<file path="config.mk">
export PLATFORM = sky130hd
export DESIGN_NAME = fc_layer_ctrl
export DESIGN_NICKNAME = d
export VERILOG_FILES = /design/src/rtl/lstm_fc_pkg.sv /design/src/rtl/fc_addr_gen.sv /design/src/rtl/fc_layer_ctrl.sv
export SDC_FILE = /design/constraint.sdc
export NUM_CORES = 1
export LEC_CHECK = 0
export CAP_MARGIN = 15
export CORE_ASPECT_RATIO = 0.5
export CORE_MARGIN = 2
export CORE_UTILIZATION = 56
export CTS_CLUSTER_DIAMETER = 150
export CTS_CLUSTER_SIZE = 10
export DETAILED_ROUTE_END_ITERATION = 10
export GPL_TIMING_DRIVEN = 0
export PLACE_DENSITY = 0.86
export SYNTH_ARGS = -nofsm -noshare
export SYNTH_HDL_FRONTEND = slang
export SYNTH_SLANG_ARGS = --single-unit
export TNS_END_PERCENT = 50
</file>
<file path="constraint.sdc">
create_clock -name clk -period 3.3 [get_ports clk]
set_input_delay 0.66 -clock clk [delete_from_list [all_inputs] [get_ports clk]]
set_output_delay 0.66 -clock clk [all_outputs]
set_load 0.05 [all_outputs]
</file>
<file path="src/rtl/lstm_fc_pkg.sv">
// Shared definitions for the LSTM core and its FC output layer.
// State encoding for the FC sequencer plus layer dimensions.
package lstm_fc_pkg;

  typedef logic [2:0] fc_state_t;

  localparam fc_state_t ST_IDLE  = 3'd0;
  localparam fc_state_t ST_MAC   = 3'd1;
  localparam fc_state_t ST_DRAIN = 3'd2;
  localparam fc_state_t ST_BIAS  = 3'd3;
  localparam fc_state_t ST_OUT   = 3'd4;
  localparam fc_state_t ST_DONE  = 3'd5;

  localparam int FC_IN_NUM  = 30;
  localparam int FC_OUT_NUM = 10;

endpackage

</file>
<file path="src/rtl/fc_addr_gen.sv">
// Input/output/weight counters for the FC layer walk.
// The weight address holds at its last legal value on the final MAC cycle.
module fc_addr_gen #(
  parameter int IN_NUM  = 30,
  parameter int OUT_NUM = 10,
  parameter int WA_W    = 12
) (
  input  logic            clk,
  input  logic            rst_n,
  input  logic            i_clr,
  input  logic            i_mac_step,
  input  logic            i_out_step,
  output logic [7:0]      o_in_cnt,
  output logic [7:0]      o_out_cnt,
  output logic [WA_W-1:0] o_w_addr,
  output logic            o_in_last,
  output logic            o_out_last
);

  logic [7:0]      r_in_cnt;
  logic [7:0]      r_out_cnt;
  logic [WA_W-1:0] r_w_addr;

  assign o_in_last  = (r_in_cnt == 8'(IN_NUM - 1));
  assign o_out_last = (r_out_cnt == 8'(OUT_NUM - 1));
  assign o_in_cnt   = r_in_cnt;
  assign o_out_cnt  = r_out_cnt;
  assign o_w_addr   = r_w_addr;

  // Counter update: clear wins, MAC steps inputs/weights, OUT steps neurons
  always_ff @(posedge clk or negedge rst_n) begin
    if (!rst_n) begin
      r_in_cnt  <= '0;
      r_out_cnt <= '0;
      r_w_addr  <= '0;
    end else if (i_clr) begin
      r_in_cnt  <= '0;
      r_out_cnt <= '0;
      r_w_addr  <= '0;
    end else begin
      if (i_mac_step) begin
        r_in_cnt <= o_in_last ? '0 : r_in_cnt + 8'd1;
        if (!(o_in_last && o_out_last))
          r_w_addr <= r_w_addr + 1'b1;
      end
      if (i_out_step)
        r_out_cnt <= r_out_cnt + 8'd1;
    end
  end

endmodule

</file>
<file path="src/rtl/fc_layer_ctrl.sv">
// FC layer sequencer: MAC walk, pipeline drain, bias add, result handshake.
// Outputs are decoded from registered state and counters.
module fc_layer_ctrl
  import lstm_fc_pkg::*;
#(
  parameter int IN_NUM   = FC_IN_NUM,
  parameter int OUT_NUM  = FC_OUT_NUM,
  parameter int PIPE_LAT = 3,
  parameter int WA_W     = 12
) (
  input  logic            clk,
  input  logic            rst_n,
  input  logic            start,
  input  logic            abort,
  input  logic            out_ready,
  output logic            busy,
  output logic [7:0]      h_rd_addr,
  output logic [WA_W-1:0] w_addr,
  output logic [7:0]      b_addr,
  output logic            mac_clr,
  output logic            mac_en,
  output logic            bias_add,
  output logic            out_valid,
  output logic [7:0]      out_idx,
  output logic            done
);

  fc_state_t       r_state;
  fc_state_t       w_next;
  logic [3:0]      r_drain;
  logic            w_drain_end;
  logic [7:0]      w_in_cnt;
  logic [7:0]      w_out_cnt;
  logic [WA_W-1:0] w_wa;
  logic            w_in_last;
  logic            w_out_last;
  logic            w_cnt_clr;
  logic            w_mac_step;
  logic            w_out_step;

  assign w_drain_end = (r_drain == 4'(PIPE_LAT - 1));
  assign w_cnt_clr   = abort || (r_state == ST_IDLE);
  assign w_mac_step  = (r_state == ST_MAC) && !abort;
  assign w_out_step  = (r_state == ST_OUT) && out_ready
                       && !w_out_last && !abort;

  fc_addr_gen #(
    .IN_NUM  (IN_NUM),
    .OUT_NUM (OUT_NUM),
    .WA_W    (WA_W)
  ) u_addr (
    .clk        (clk),
    .rst_n      (rst_n),
    .i_clr      (w_cnt_clr),
    .i_mac_step (w_mac_step),
    .i_out_step (w_out_step),
    .o_in_cnt   (w_in_cnt),
    .o_out_cnt  (w_out_cnt),
    .o_w_addr   (w_wa),
    .o_in_last  (w_in_last),
    .o_out_last (w_out_last)
  );

  // State register
  always_ff @(posedge clk or negedge rst_n) begin
    if (!rst_n) r_state <= ST_IDLE;
    else        r_state <= w_next;
  end

  // Drain counter runs only while waiting out the MAC pipeline
  always_ff @(posedge clk or negedge rst_n) begin
    if (!rst_n)
      r_drain <= '0;
    else if (abort || r_state != ST_DRAIN)
      r_drain <= '0;
    else
      r_drain <= r_drain + 4'd1;
  end

  // Next-state logic; abort overrides every transition
  always_comb begin
    w_next = r_state;
    case (r_state)
      ST_IDLE:  if (start) w_next = ST_MAC;
      ST_MAC:   if (w_in_last) w_next = ST_DRAIN;
      ST_DRAIN: if (w_drain_end) w_next = ST_BIAS;
      ST_BIAS:  w_next = ST_OUT;
      ST_OUT:   if (out_ready)
                  w_next = w_out_last ? ST_DONE : ST_MAC;
      ST_DONE:  w_next = ST_IDLE;
      default:  w_next = ST_IDLE;
    endcase
    if (abort) w_next = ST_IDLE;
  end

  // Output decode
  always_comb begin
    busy      = 1'b0;
    h_rd_addr = '0;
    w_addr    = '0;
    b_addr    = '0;
    mac_clr   = 1'b0;
    mac_en    = 1'b0;
    bias_add  = 1'b0;
    out_valid = 1'b0;
    out_idx   = '0;
    done      = 1'b0;
    if (r_state != ST_IDLE) begin
      busy   = 1'b1;
      w_addr = w_wa;
    end
    unique case (1'b1)
      (r_state == ST_MAC): begin
        mac_en    = 1'b1;
        mac_clr   = (w_in_cnt == 8'd0);
        h_rd_addr = w_in_cnt;
      end
      (r_state == ST_BIAS): begin
        bias_add = 1'b1;
        b_addr   = w_out_cnt;
      end
      (r_state == ST_OUT): begin
        out_valid = 1'b1;
        out_idx   = w_out_cnt;
      end
      (r_state == ST_DONE): done = 1'b1;
      default: ;
    endcase
  end

endmodule
</file>
After elaboration in Yosys (flattened, before gate mapping)
Index checks and enable logic that the tools add are counted.

operators by class
  $add $sub $neg = 4
  multiply operators = 0
  divide/modulo/power cells = 0
  $lt $le $gt $ge = 0
  equal/unequal tests = 14
  shifts and indexed selects = 0
  muxes and demuxes = 26
  bitwise gates (word level) = 0
  reductions and logical operators = 16

operators by type and width
  cell                                                             count
  8-bit 2-to-1 mux                                                 8
  12-bit 2-to-1 mux                                                4
  3-bit 2-to-1 mux                                                 6
  8-bit by 1-bit adder with 8-bit output, second input constant    2
  3-bit one-hot mux with 5 select lines                            1
  12-bit by 1-bit adder with 12-bit output, second input constant  1
  3-bit != test, second input constant                             3
  8-bit by 4-bit == test with 1-bit output, second input constant  1
  8-bit by 5-bit == test with 1-bit output, second input constant  1
  8-bit logical NOT                                                1
  3-bit by 2-bit == test with 1-bit output, second input constant  2
  3-bit == test, second input constant                             2
  1-bit 2-to-1 mux                                                 6
  3-bit by 2-bit != test with 1-bit output, second input constant  2
  1-bit logical AND                                                5
  4-bit by 1-bit adder with 4-bit output, second input constant    1
  4-bit by 2-bit == test with 1-bit output, second input constant  1
  4-bit 2-to-1 mux                                                 1
  4-bit AND reduction                                              1
  2-bit nonzero test                                               2
  3-bit by 1-bit == test with 1-bit output, second input constant  1
  3-bit logical NOT                                                1
  3-bit nonzero test                                               1
  1-bit logical NOT                                                2
  3 further kinds                                                  4

word-level totals
  register bits after elaboration = 35
  latch bits = 0
  memory bits (writable) = 0
  memory bits (read-only) = 0
  input port bits = 5
  output and inout port bits = 42
  memories = 0

Depth between registers and ports, before layout
Gate-level depths: netlist of run 1.

  word-level depth = 6
  depth in mapped cells = 8
  gate-level depth less buffers = 6

Cells and area by module
Synthesis of run 1 repeated with hierarchy kept, for this count alone.

unflattened totals
  cells, all modules = 233
  area, all modules = 2129.5 µm²

by module, submodules not included
  module         times used  cells an instance  area each (µm²)
  fc_addr_gen    1           153                1480.2
  fc_layer_ctrl  1           80                 649.4

Least setup slack after synthesis of run 1
Ideal clock, no wire load.

  path type = register to output
  from = reg r_state[1]
  to = out mac_clr
  arrival time = 2.364 ns
  required time = 2.640 ns
  setup slack = 0.276 ns
  cell stages (with the launch flop) = 7
  cells stage by stage = dfrtp_1 -> buf_6 -> or3b_1 -> buf_2 -> buf_6 -> buf_2 -> nor3_1

between the ends
  cells in the longest elaborated chain, start to end = 2

ends and longest elaborated chain
  item                                      line                  text
  start, declared                           fc_layer_ctrl.sv:28   fc_state_t r_state;
  start signal, assigned                    fc_layer_ctrl.sv:67   else r_state <= w_next;
  3-bit by 1-bit == test with 1-bit output  fc_layer_ctrl.sv:113  (r_state == ST_MAC): begin
  1-bit 2-to-1 mux                          fc_layer_ctrl.sv:112  unique case (1'b1)
  end, declared                             fc_layer_ctrl.sv:20   output logic mac_clr,

Every way passes these cells.

Worst setup path in the final report of run 1
  from = reg r_state[2]
  to = out h_rd_addr[7]

between the ends
  cells in the longest elaborated chain, start to end = 2

ends and longest elaborated chain
  item                                      line                  text
  3-bit by 1-bit == test with 1-bit output  fc_layer_ctrl.sv:113
  8-bit 2-to-1 mux                          fc_layer_ctrl.sv:112
  end, declared                             fc_layer_ctrl.sv:17   output logic [7:0] h_rd_addr,

Every way passes these cells.

==> impl_metrics.yaml, run 1 <==
yosys:
  synth_edf_count: 0
  synth_top_cell_by_area: "dfrtp_1"
  synth.yosys.seq_area_share_pct: 37.9
  synthDistinctLibCells: 53
  ys_seq_elements: 35
  yosysWarnings: 0
  synth_area_um2: 2310
  synthCells: 252
  avgSynthCellArea_um2: 9.16
  synth_top_area_share_pct: 37.9
  ys.flop_type: "dfrtp_1"
  syn_nets: 265
  netlist_top_cells_area: "dfrtp_1 (38%), and2_1 (8.4%), o31ai_1 (4.6%)"
  synthArstFlopShare_pct: 100
grt:
  grt_pass1_wl_mm: 9.92
  grt_use_total_pct: 27.5
  antenna_found_initial: 0
  first_global_vias: 2077
  grt-ovfl-total: 0
  grt_max_degree: 36
timing:
  worst_pin_slew_ns: 0.781
  finalWorstSetupSlack_ns: 0.0977
  hold_viol_final: 0
  slew_headroom_pct: 48.0
  setup_viol: 0
  drv_slew: 0
  fmax_mhz: 312
  period_needed_ns: 3.20
  finClkSkew_ns: 0.00825
  whs_ns: 0.448
  fin_crit_sh_pct: 97.0
  setup_tns_ns: 0
  rsz0062_at_grt: "false"
routing:
  dr_wl_met2_mm: 2.83
  drt_iter0_drc: 63
  via_count: 2152
  first_pass_iters: 4
  drcViolationCount: 0
  drt_wl_total_mm: 5.75
  via_per_inst: 6.01
  wl_met1_mm: 2.57
  wl_per_cell_um: 16.1
  wl_met3_um: 277
  dr.max_layer_used: "met4"
  ant_nets: 0
clock_network:
  cts.path.max_buffers: 2
  ctsResizeCount: 1
  cts.sinks: 35
  clkLatencyLatePin_ns: 0.29
  post-cts-setup-buffers: 0
  clk_transition_reported_paths_ns: 0.07
  cts_buffers: 5
  cts_root_buf: "clkbuf_8"
  cts_tree: "done"
  htree_num_levels: 2
  postCtsHoldBufs: 0
power_and_ir_drop:
  ir_drop_v: 0.000368
  power.leakage_nw: 1.29
  power_density_nw_per_um2: 494
  p_total_mw: 1.44
critical_path:
  worst-path-max-fanout: 10
  reg2reg_depth: 8
  startpoint_type: "flip-flop"
  r2r_slack_ns: 1.20
  startpoint: "r_state[2]"
  critPathCapture: "h_rd_addr[7]"
  crit_path_end_kind: "primary output"
  critical_path_arrival_ns: 2.54
  worstSetupPathType: "flip-flop to primary output"
  r2r-start: "u_addr.o_out_cnt[1]"
  required_ns: 2.64
  r2r_end: "u_addr.o_w_addr[9]"
floorplan:
  die_y_um: 49.4
  core_area_um2: 3920
  dieArea_um2: 4680
  num_rows: 16
  die_w_um: 94.8
  start_util_pct: 58.8
  pin_count: 47
final_layout:
  fillers: 312
  antenna_cells: 0
  nets: 318
  stdcell_area_um2: 2920
  stdcell_count: 358
  syn_to_final_growth_pct: 26.5
  layout-drive-gt1-share_pct: 9.21
  fin_util_pct: 74.4
placed_design:
  dp_slack_ns: 0.237
  io_buffer_count: 46
  gp_congestion: 0.832
  placed_cell_area_um2: 2830
  place_hpwl_mm: 4.19
  dp_cells: 352
status:
  status: "complete, no violations"
hold_path:
  holdCritPathClass: "input port to async pin"
run:
  maxCapViolations: 0
==> sequential cells by signal (all words and copies together), names as in the netlist <==
register          count
r_state               3
u_addr.o_w_addr      12
r_drain               4
u_addr.o_in_cnt       8
u_addr.o_out_cnt      8
==> metal layers <==
layer / vias to the layer above / GRT usage (%)
met4: 0 / 8.70
met3: 9 / 6.34
met1: 1076 / 37.1
met2: 54 / 44.2
li1: 1013 / -
met5: - / 0
==> cell families (layout without fill, tap and decap cells) <==
group                    Yosys count  count (layout)  share of synthesized area [%]
AO/OA/AOI/OAI                     49              49                           14.1
XOR/XNOR                           8               8                           3.04
adder cells (fa/ha/maj)            8               8                           4.34
buffers and inverters             26              78                           6.29
flip-flops                        35              35                           37.9
multiplexers                       4               4                           1.84
AND/OR/NAND/NOR                  122             122                           32.4
==> cell usage in the layout (no fill, tap or decap), drive strengths merged, types with 2 or more instances in the layout <==
cell,Yosys,final
xor2,6,6
or3b,2,2
buf,12,13
nor4,2,2
or4,11,11
clkdlybuf4s50,0,37
dfrtp,35,35
and3b,2,2
nor2,16,16
nand4,8,8
mux2i,2,2
clkbuf,5,11
o21ai,6,6
a21oi,16,16
o31ai,14,14
dlymetal6s2s,0,7
nand2b,2,2
or4b,3,3
and3,5,5
and2,31,31
and4,2,2
inv,9,9
xnor2,2,2
or3,5,5
mux2,2,2
ha,8,8
nand3,9,9
nor3b,2,2
nand2,14,14
o211ai,4,4
nor3,4,4
==> worst max-delay path: stages (launching register included) <==
cell,delay (ns)
dfrtp_1,0.38
buf_2,0.17
or3b_1,0.34
buf_2,0.17
buf_6,0.15
inv_2,0.11
and2_1,0.14
clkdlybuf4s50_1,0.80
==> power breakdown <==
group	internal, mW	switching [mW]
registers	0.457	0.0259
logic	0.207	0.465
clock network	0.141	0.148
==> cell usage after synthesis (4+ instances only) <==
library cell,number
dfrtp_1,35
and2_1,31
nor2_1,16
a21oi_1,15
nand2_1,14
o31ai_1,14
or4_1,11
nand3_1,9
ha_1,8
inv_1,8
nand4_1,8
buf_2,7
xor2_1,6
and3_1,5
clkbuf_1,5
or3_1,5
nor3_1,4
o211ai_1,4
==> layout make-up <==
type / instances / area [µm²] / share of cell area [%]
multi-input cells: 191 / 1290 / 44.1
flip-flops and latches: 35 / 876 / 30.0
repair buffers: 46 / 472 / 16.2
plain buffers: 17 / 111 / 3.81
clock buffers: 6 / 72.6 / 2.49
well taps: 54 / 67.6 / 2.31
inverters: 9 / 33.8 / 1.16
==> worst min-delay path by stage <==
stage | startpoint | endpoint | slack [ns]
global placement | r_drain[0] | r_drain[0] | 0.47
detailed placement | r_drain[0] | r_drain[0] | 0.49
CTS | rst_n | u_addr.o_in_cnt[5] | 0.47
floorplan | rst_n | r_drain[0] | 0.36
finish | rst_n | u_addr.o_in_cnt[7] | 0.45
global route | rst_n | r_state[0] | 0.51
Note: power is estimated with default switching activity, not from simulation.
==> run 2: changes to the inputs <==
--- a/config.mk
+++ b/config.mk
@@ -5,15 +5,17 @@
 export SDC_FILE = /design/constraint.sdc
 export NUM_CORES = 1
 export LEC_CHECK = 0
+export ABC_CLOCK_PERIOD_IN_PS = 3300
 export CAP_MARGIN = 15
 export CORE_ASPECT_RATIO = 0.5
 export CORE_MARGIN = 2
-export CORE_UTILIZATION = 56
+export CORE_UTILIZATION = 57
+export CTS_BUF_LIST = sky130_fd_sc_hd__clkbuf_4
 export CTS_CLUSTER_DIAMETER = 150
 export CTS_CLUSTER_SIZE = 10
 export DETAILED_ROUTE_END_ITERATION = 10
 export GPL_TIMING_DRIVEN = 0
-export PLACE_DENSITY = 0.86
+export PLACE_DENSITY = 0.87
 export SYNTH_ARGS = -nofsm -noshare
 export SYNTH_HDL_FRONTEND = slang
 export SYNTH_SLANG_ARGS = --single-unit
==> run 2 against run 1 <==
Net effect:
- routed wire length decreased by 1.5%
- global-route usage fell by 0.67 points
- cell count did not move
- critical endpoint is now mac_clr
- largest power group unchanged
==> impl_metrics.yaml, run 2 (synthesized netlist as in run 1, its figures left out) <==
placed_design:
  gp_congestion: 0.838
  place_hpwl_mm: 4.15
  placed_cell_area_um2: 2830
  dp_slack_ns: 0.249
  io_buffer_count: 46
timing:
  slew_headroom_pct: 46.9
  fin_crit_sh_pct: 95.3
  drv_slew: 0
  worst_pin_slew_ns: 0.797
  setup_viol: 0
  setup_tns_ns: 0
  hold_viol_final: 0
  finClkSkew_ns: 0.00797
  period_needed_ns: 3.14
  rsz0062_at_grt: "false"
  finalWorstSetupSlack_ns: 0.156
  fmax_mhz: 318
power_and_ir_drop:
  power.internal_mw: 0.745
  pwr-share-clk_pct: 16.4
  seqPwrFrac_pct: 35.1
  power_switching_share_pct: 45.9
  power_density_nw_per_um2: 477
  ir_drop_v: 0.000280
  p_total_mw: 1.38
  p_sw_mw: 0.632
  power.leakage_nw: 1.26
  p_comb_share_pct: 48.6
clock_network:
  cts.path.max_buffers: 2
  cts_root_buf: "clkbuf_4"
  clk_transition_reported_paths_ns: 0.10
  cts.sinks: 35
  postCtsHoldBufs: 0
  cts_tree: "done"
  cts_buffers: 5
  htree_num_levels: 2
  post-cts-setup-buffers: 0
  clkLatencyLatePin_ns: 0.34
critical_path:
  worstSetupPathType: "flip-flop to primary output"
  crit_path_max_incr_delay_ns: 0.55
  crit_path_end_kind: "primary output"
  critical_path_arrival_ns: 2.48
  cp_num_buf_inv: 5
  worst-path-max-fanout: 10
  path_delay_family: "buffers and inverters"
  startpoint_type: "flip-flop"
  cp_common_cell: "buf_2"
  path_cells: "buf_2, or3b_1, buf_2, buf_6, buf_2, nor3_1, dlygate4sd2_1"
  required_ns: 2.64
  cpMaxStageDelayCell: "dlygate4sd2_1"
status:
  status: "complete, no violations"
final_layout:
  layout_common_cells: "clkdlybuf4s50_1 (36), dfrtp_1 (35), and2_1 (31)"
  stdcell_area_um2: 2880
  fin_util_pct: 73.9
  layout-drive-gt1-share_pct: 9.54
  antenna_cells: 0
  syn_to_final_growth_pct: 24.9
  fillers: 317
  final_common_cell: "clkdlybuf4s50_1"
  nets: 318
  largest_reg_flops: 12
floorplan:
  num_rows: 16
  start_util_pct: 59.1
  pin_count: 47
  die_y_um: 49
  die_w_um: 94
  dieArea_um2: 4610
  core_area_um2: 3900
routing:
  drt_wl_total_mm: 5.67
  wl_per_cell_um: 15.8
  first_pass_iters: 7
  drt_iter0_drc: 109
  ant_nets: 0
  via_count: 2103
  drcViolationCount: 0
  via_per_inst: 5.87
run:
  maxCapViolations: 0
grt:
  first_global_vias: 2023
  antenna_found_initial: 0
  grt_use_total_pct: 26.8
  grt-ovfl-total: 0
  grt_max_degree: 36
  grt_pass1_wl_mm: 9.74
hold_path:
  holdCritPathClass: "input port to async pin"
[run 2: cell count changes in the layout (fill, tap and decap cells not counted)]
cell             before  now
clkbuf_1              6    5
clkbuf_4              0    6
clkbuf_8              5    0
clkdlybuf4s50_1      37   36
dlygate4sd2_1         1    4
dlymetal6s2s_1        7    5
[run 2: area by class of cell]
class                      count  area, µm²  share of cell area, %
multi-input combinational    191       1290                   44.6
sequential                    35        876                   30.4
inverter                       9       33.8                   1.17
tap                           54       67.6                   2.34
timing repair buffer          46        463                   16.1
buffer                        17        111                   3.86
clock buffer                   6       45.0                   1.56
[run 2: what timing repair did]
item                                    CTS  global route
resized for setup                         4             5
cloned                                    0             0
hold endpoints to repair                  0             0
endpoints found under the setup margin    4             5
pin swaps                                 0             0
[run 2: routing by layer]
metal	part of all wire, %	vias up	global-route usage (%)	routed length, µm
met2	48	51	44.4	2710
li1	-	1013	-	-
met5	0	-	0	0
met1	47	1034	36.7	2680
met4	0.81	0	6.52	46
met3	4.0	5	5.26	229
[run 2: final timing paths]
kind | startpoint | endpoint | slack (ns) | cells past startpoint
worst max register to register | u_addr.o_out_cnt[1] | u_addr.o_w_addr[1] | 1.21 | 8
worst min register to register | r_drain[0] | r_drain[0] | 0.51 | 1
worst max-delay path | r_state[2] | mac_clr | 0.16 | 7
max in group asynchronous | rst_n | u_addr.o_out_cnt[1] | 2.40 | 1
min in group clk | r_drain[0] | r_drain[0] | 0.51 | 1
worst min-delay path | rst_n | r_drain[0] | 0.39 | 1
[run 2: stage by stage]
stage	hold slack, ns	instances
finish	0.395	358
global route	0.451	358
CTS	0.412	358
detailed placement	0.508	352
global placement	0.475	352
floorplan	0.364	252
[run 2: worst register-to-register path, cell delays in order (launching register included)]
cell	delay, ns
dfrtp_1	0.43
inv_1	0.09
ha_1	0.14
or3b_2	0.53
nor4_4	0.28
buf_6	0.20
buf_12	0.13
o21ai_1	0.08
a21oi_2	0.15
[run 2: power by group through the flow]
stage          combinational (mW)  sequential, mW  clock, mW
2_1_floorplan               0.475           0.485          0
3_3_place_gp                0.654           0.488          0
3_5_place_dp                0.672           0.491          0
4_1_cts                     0.664           0.482      0.233
5_1_grt                     0.724           0.486      0.251
6_report                    0.668           0.483      0.225
==> run 3: changes to the inputs <==
--- a/config.mk
+++ b/config.mk
@@ -7,7 +7,7 @@
 export LEC_CHECK = 0
 export ABC_CLOCK_PERIOD_IN_PS = 3300
 export CAP_MARGIN = 15
-export CORE_ASPECT_RATIO = 0.5
+export CORE_ASPECT_RATIO = 2
 export CORE_MARGIN = 2
 export CORE_UTILIZATION = 57
 export CTS_BUF_LIST = sky130_fd_sc_hd__clkbuf_4
==> run 3 against run 2 <==
Net effect:
- clock power increased by 37%
- die area unchanged
- maximum frequency decreased by 0.34%
- critical path type unchanged
- largest cell class unchanged
- highest routed layer unchanged
==> impl_metrics.yaml, run 3 (synthesized netlist as in run 1, its figures left out) <==
clock_network:
  cts_buffers: 5
  htree_num_levels: 2
  cts_root_buf: "clkbuf_4"
  cts.sinks: 35
  clk_transition_reported_paths_ns: 0.11
  cts_tree: "done"
  post-cts-setup-buffers: 0
  cts.path.max_buffers: 2
  clkLatencyLatePin_ns: 0.33
timing:
  rsz0062_at_grt: "false"
  whs_ns: 0.391
  period_needed_ns: 3.16
  finClkSkew_ns: 0.00669
  drv_slew: 0
  setup_viol: 0
  fin_crit_sh_pct: 95.6
  slew_headroom_pct: 47.7
  fmax_mhz: 317
  finalWorstSetupSlack_ns: 0.145
  hold_viol_final: 0
  setup_tns_ns: 0
  worst_pin_slew_ns: 0.785
routing:
  via_count: 2163
  drt_iter0_drc: 86
  ant_nets: 0
  first_pass_iters: 4
  drcViolationCount: 0
  via_per_inst: 6.08
  drt_wl_total_mm: 5.71
  wl_per_cell_um: 16.0
critical_path:
  path_depth: 5
  critical_path_arrival_ns: 2.50
  reg2reg_depth: 8
  crit_path_max_incr_delay_ns: 0.69
  path_cells: "buf_2, or3_1, clkbuf_1, and2_1, clkdlybuf4s50_1"
  r2r_slack_ns: 1.18
  worst-path-max-fanout: 10
  path_delay_family: "buffers and inverters"
  cp_num_buf_inv: 3
  cpMaxStageDelayCell: "clkdlybuf4s50_1"
  worstSetupPathType: "flip-flop to primary output"
  required_ns: 2.64
  crit_path_end_kind: "primary output"
  startpoint_type: "flip-flop"
grt:
  grt_max_degree: 36
  antenna_found_initial: 0
  grt_use_total_pct: 26.3
  first_global_vias: 2109
  grt_pass1_wl_mm: 9.45
  grt-ovfl-total: 0
placed_design:
  placed_cell_area_um2: 2830
  dp_cells: 349
  gp_congestion: 0.822
  dp_slack_ns: 0.266
  place_hpwl_mm: 4.12
  io_buffer_count: 46
final_layout:
  stdcell_count: 356
  largest_reg_flops: 12
  fillers: 309
  stdcell_area_um2: 2910
  nets: 318
  ff_latch_area_um2: 876
  layout-drive-gt1-share_pct: 9.84
  layout_common_cells: "clkdlybuf4s50_1 (35), dfrtp_1 (35), and2_1 (31)"
  syn_to_final_growth_pct: 26.2
  multi_input_comb_area_um2: 1290
  antenna_cells: 0
floorplan:
  die_y_um: 94
  num_rows: 32
  die_w_um: 49
  dieArea_um2: 4610
  pin_count: 47
  start_util_pct: 59.4
  core_area_um2: 3880
power_and_ir_drop:
  ir_drop_v: 0.000415
  power.leakage_nw: 1.29
  power_density_nw_per_um2: 501
hold_path:
  holdCritPathClass: "input port to async pin"
status:
  status: "complete, no violations"
run:
  maxCapViolations: 0
==> run 3: cell types whose count changed in the layout (fill, tap and decap cells not counted) <==
cell             previous run  this run
clkdlybuf4s50_1            36        35
dlymetal6s2s_1              5         6
bufinv_16                   0         1
==> run 3: path summary, 6_finish.rpt <==
| check | endpoint | from |
|---|---|---|
| max reg2reg | u_addr.o_w_addr[0] | u_addr.o_out_cnt[1] |
| max | w_addr[6] | r_state[0] |
| min in group clk | r_drain[0] | r_drain[0] |
| min reg2reg | r_drain[0] | r_drain[0] |
| min | u_addr.o_out_cnt[6] | rst_n |
| max in group asynchronous | u_addr.o_in_cnt[6] | rst_n |
==> run 3: metal layers <==
metal | track usage, % | up-vias | part of all wire, %
met4 | 14.0 | 0 | 2.9
met5 | 0 | - | 0
met2 | 49.2 | 79 | 56
met1 | 27.4 | 1047 | 37
li1 | - | 1020 | -
met3 | 4.14 | 17 | 4.1
==> run 3: metrics by stage <==
stage	utilization [%]	power, mW
2_1_floorplan	-	0.959
3_3_place_gp	72.9	1.15
4_1_cts	74.6	1.46
5_1_grt	75.0	1.54
3_5_place_dp	72.8	1.17
6_report	75.0	1.46
==> run 3: power by group <==
part | leakage [nW] | internal [mW] | switching, mW
combinational | 0.768 | 0.203 | 0.463
clock | 0.0417 | 0.164 | 0.144
sequential | 0.486 | 0.457 | 0.0273
==> run 3: layout make-up <==
| type | instances | area share (%) |
|---|---|---|
| clock inverters | 1 | 1.03 |
| plain buffers | 17 | 3.82 |
| repair buffers | 46 | 16.0 |
| well taps | 51 | 2.19 |
| flip-flops and latches | 35 | 30.1 |
| clock buffers | 6 | 1.55 |
| inverters | 9 | 1.16 |
| multi-input cells | 191 | 44.2 |
==> run 3: repair_timing <==
item | CTS | global route
setup endpoints to repair | 4 | 6
hold buffers | 0 | 0
gates resized for setup | 4 | 6
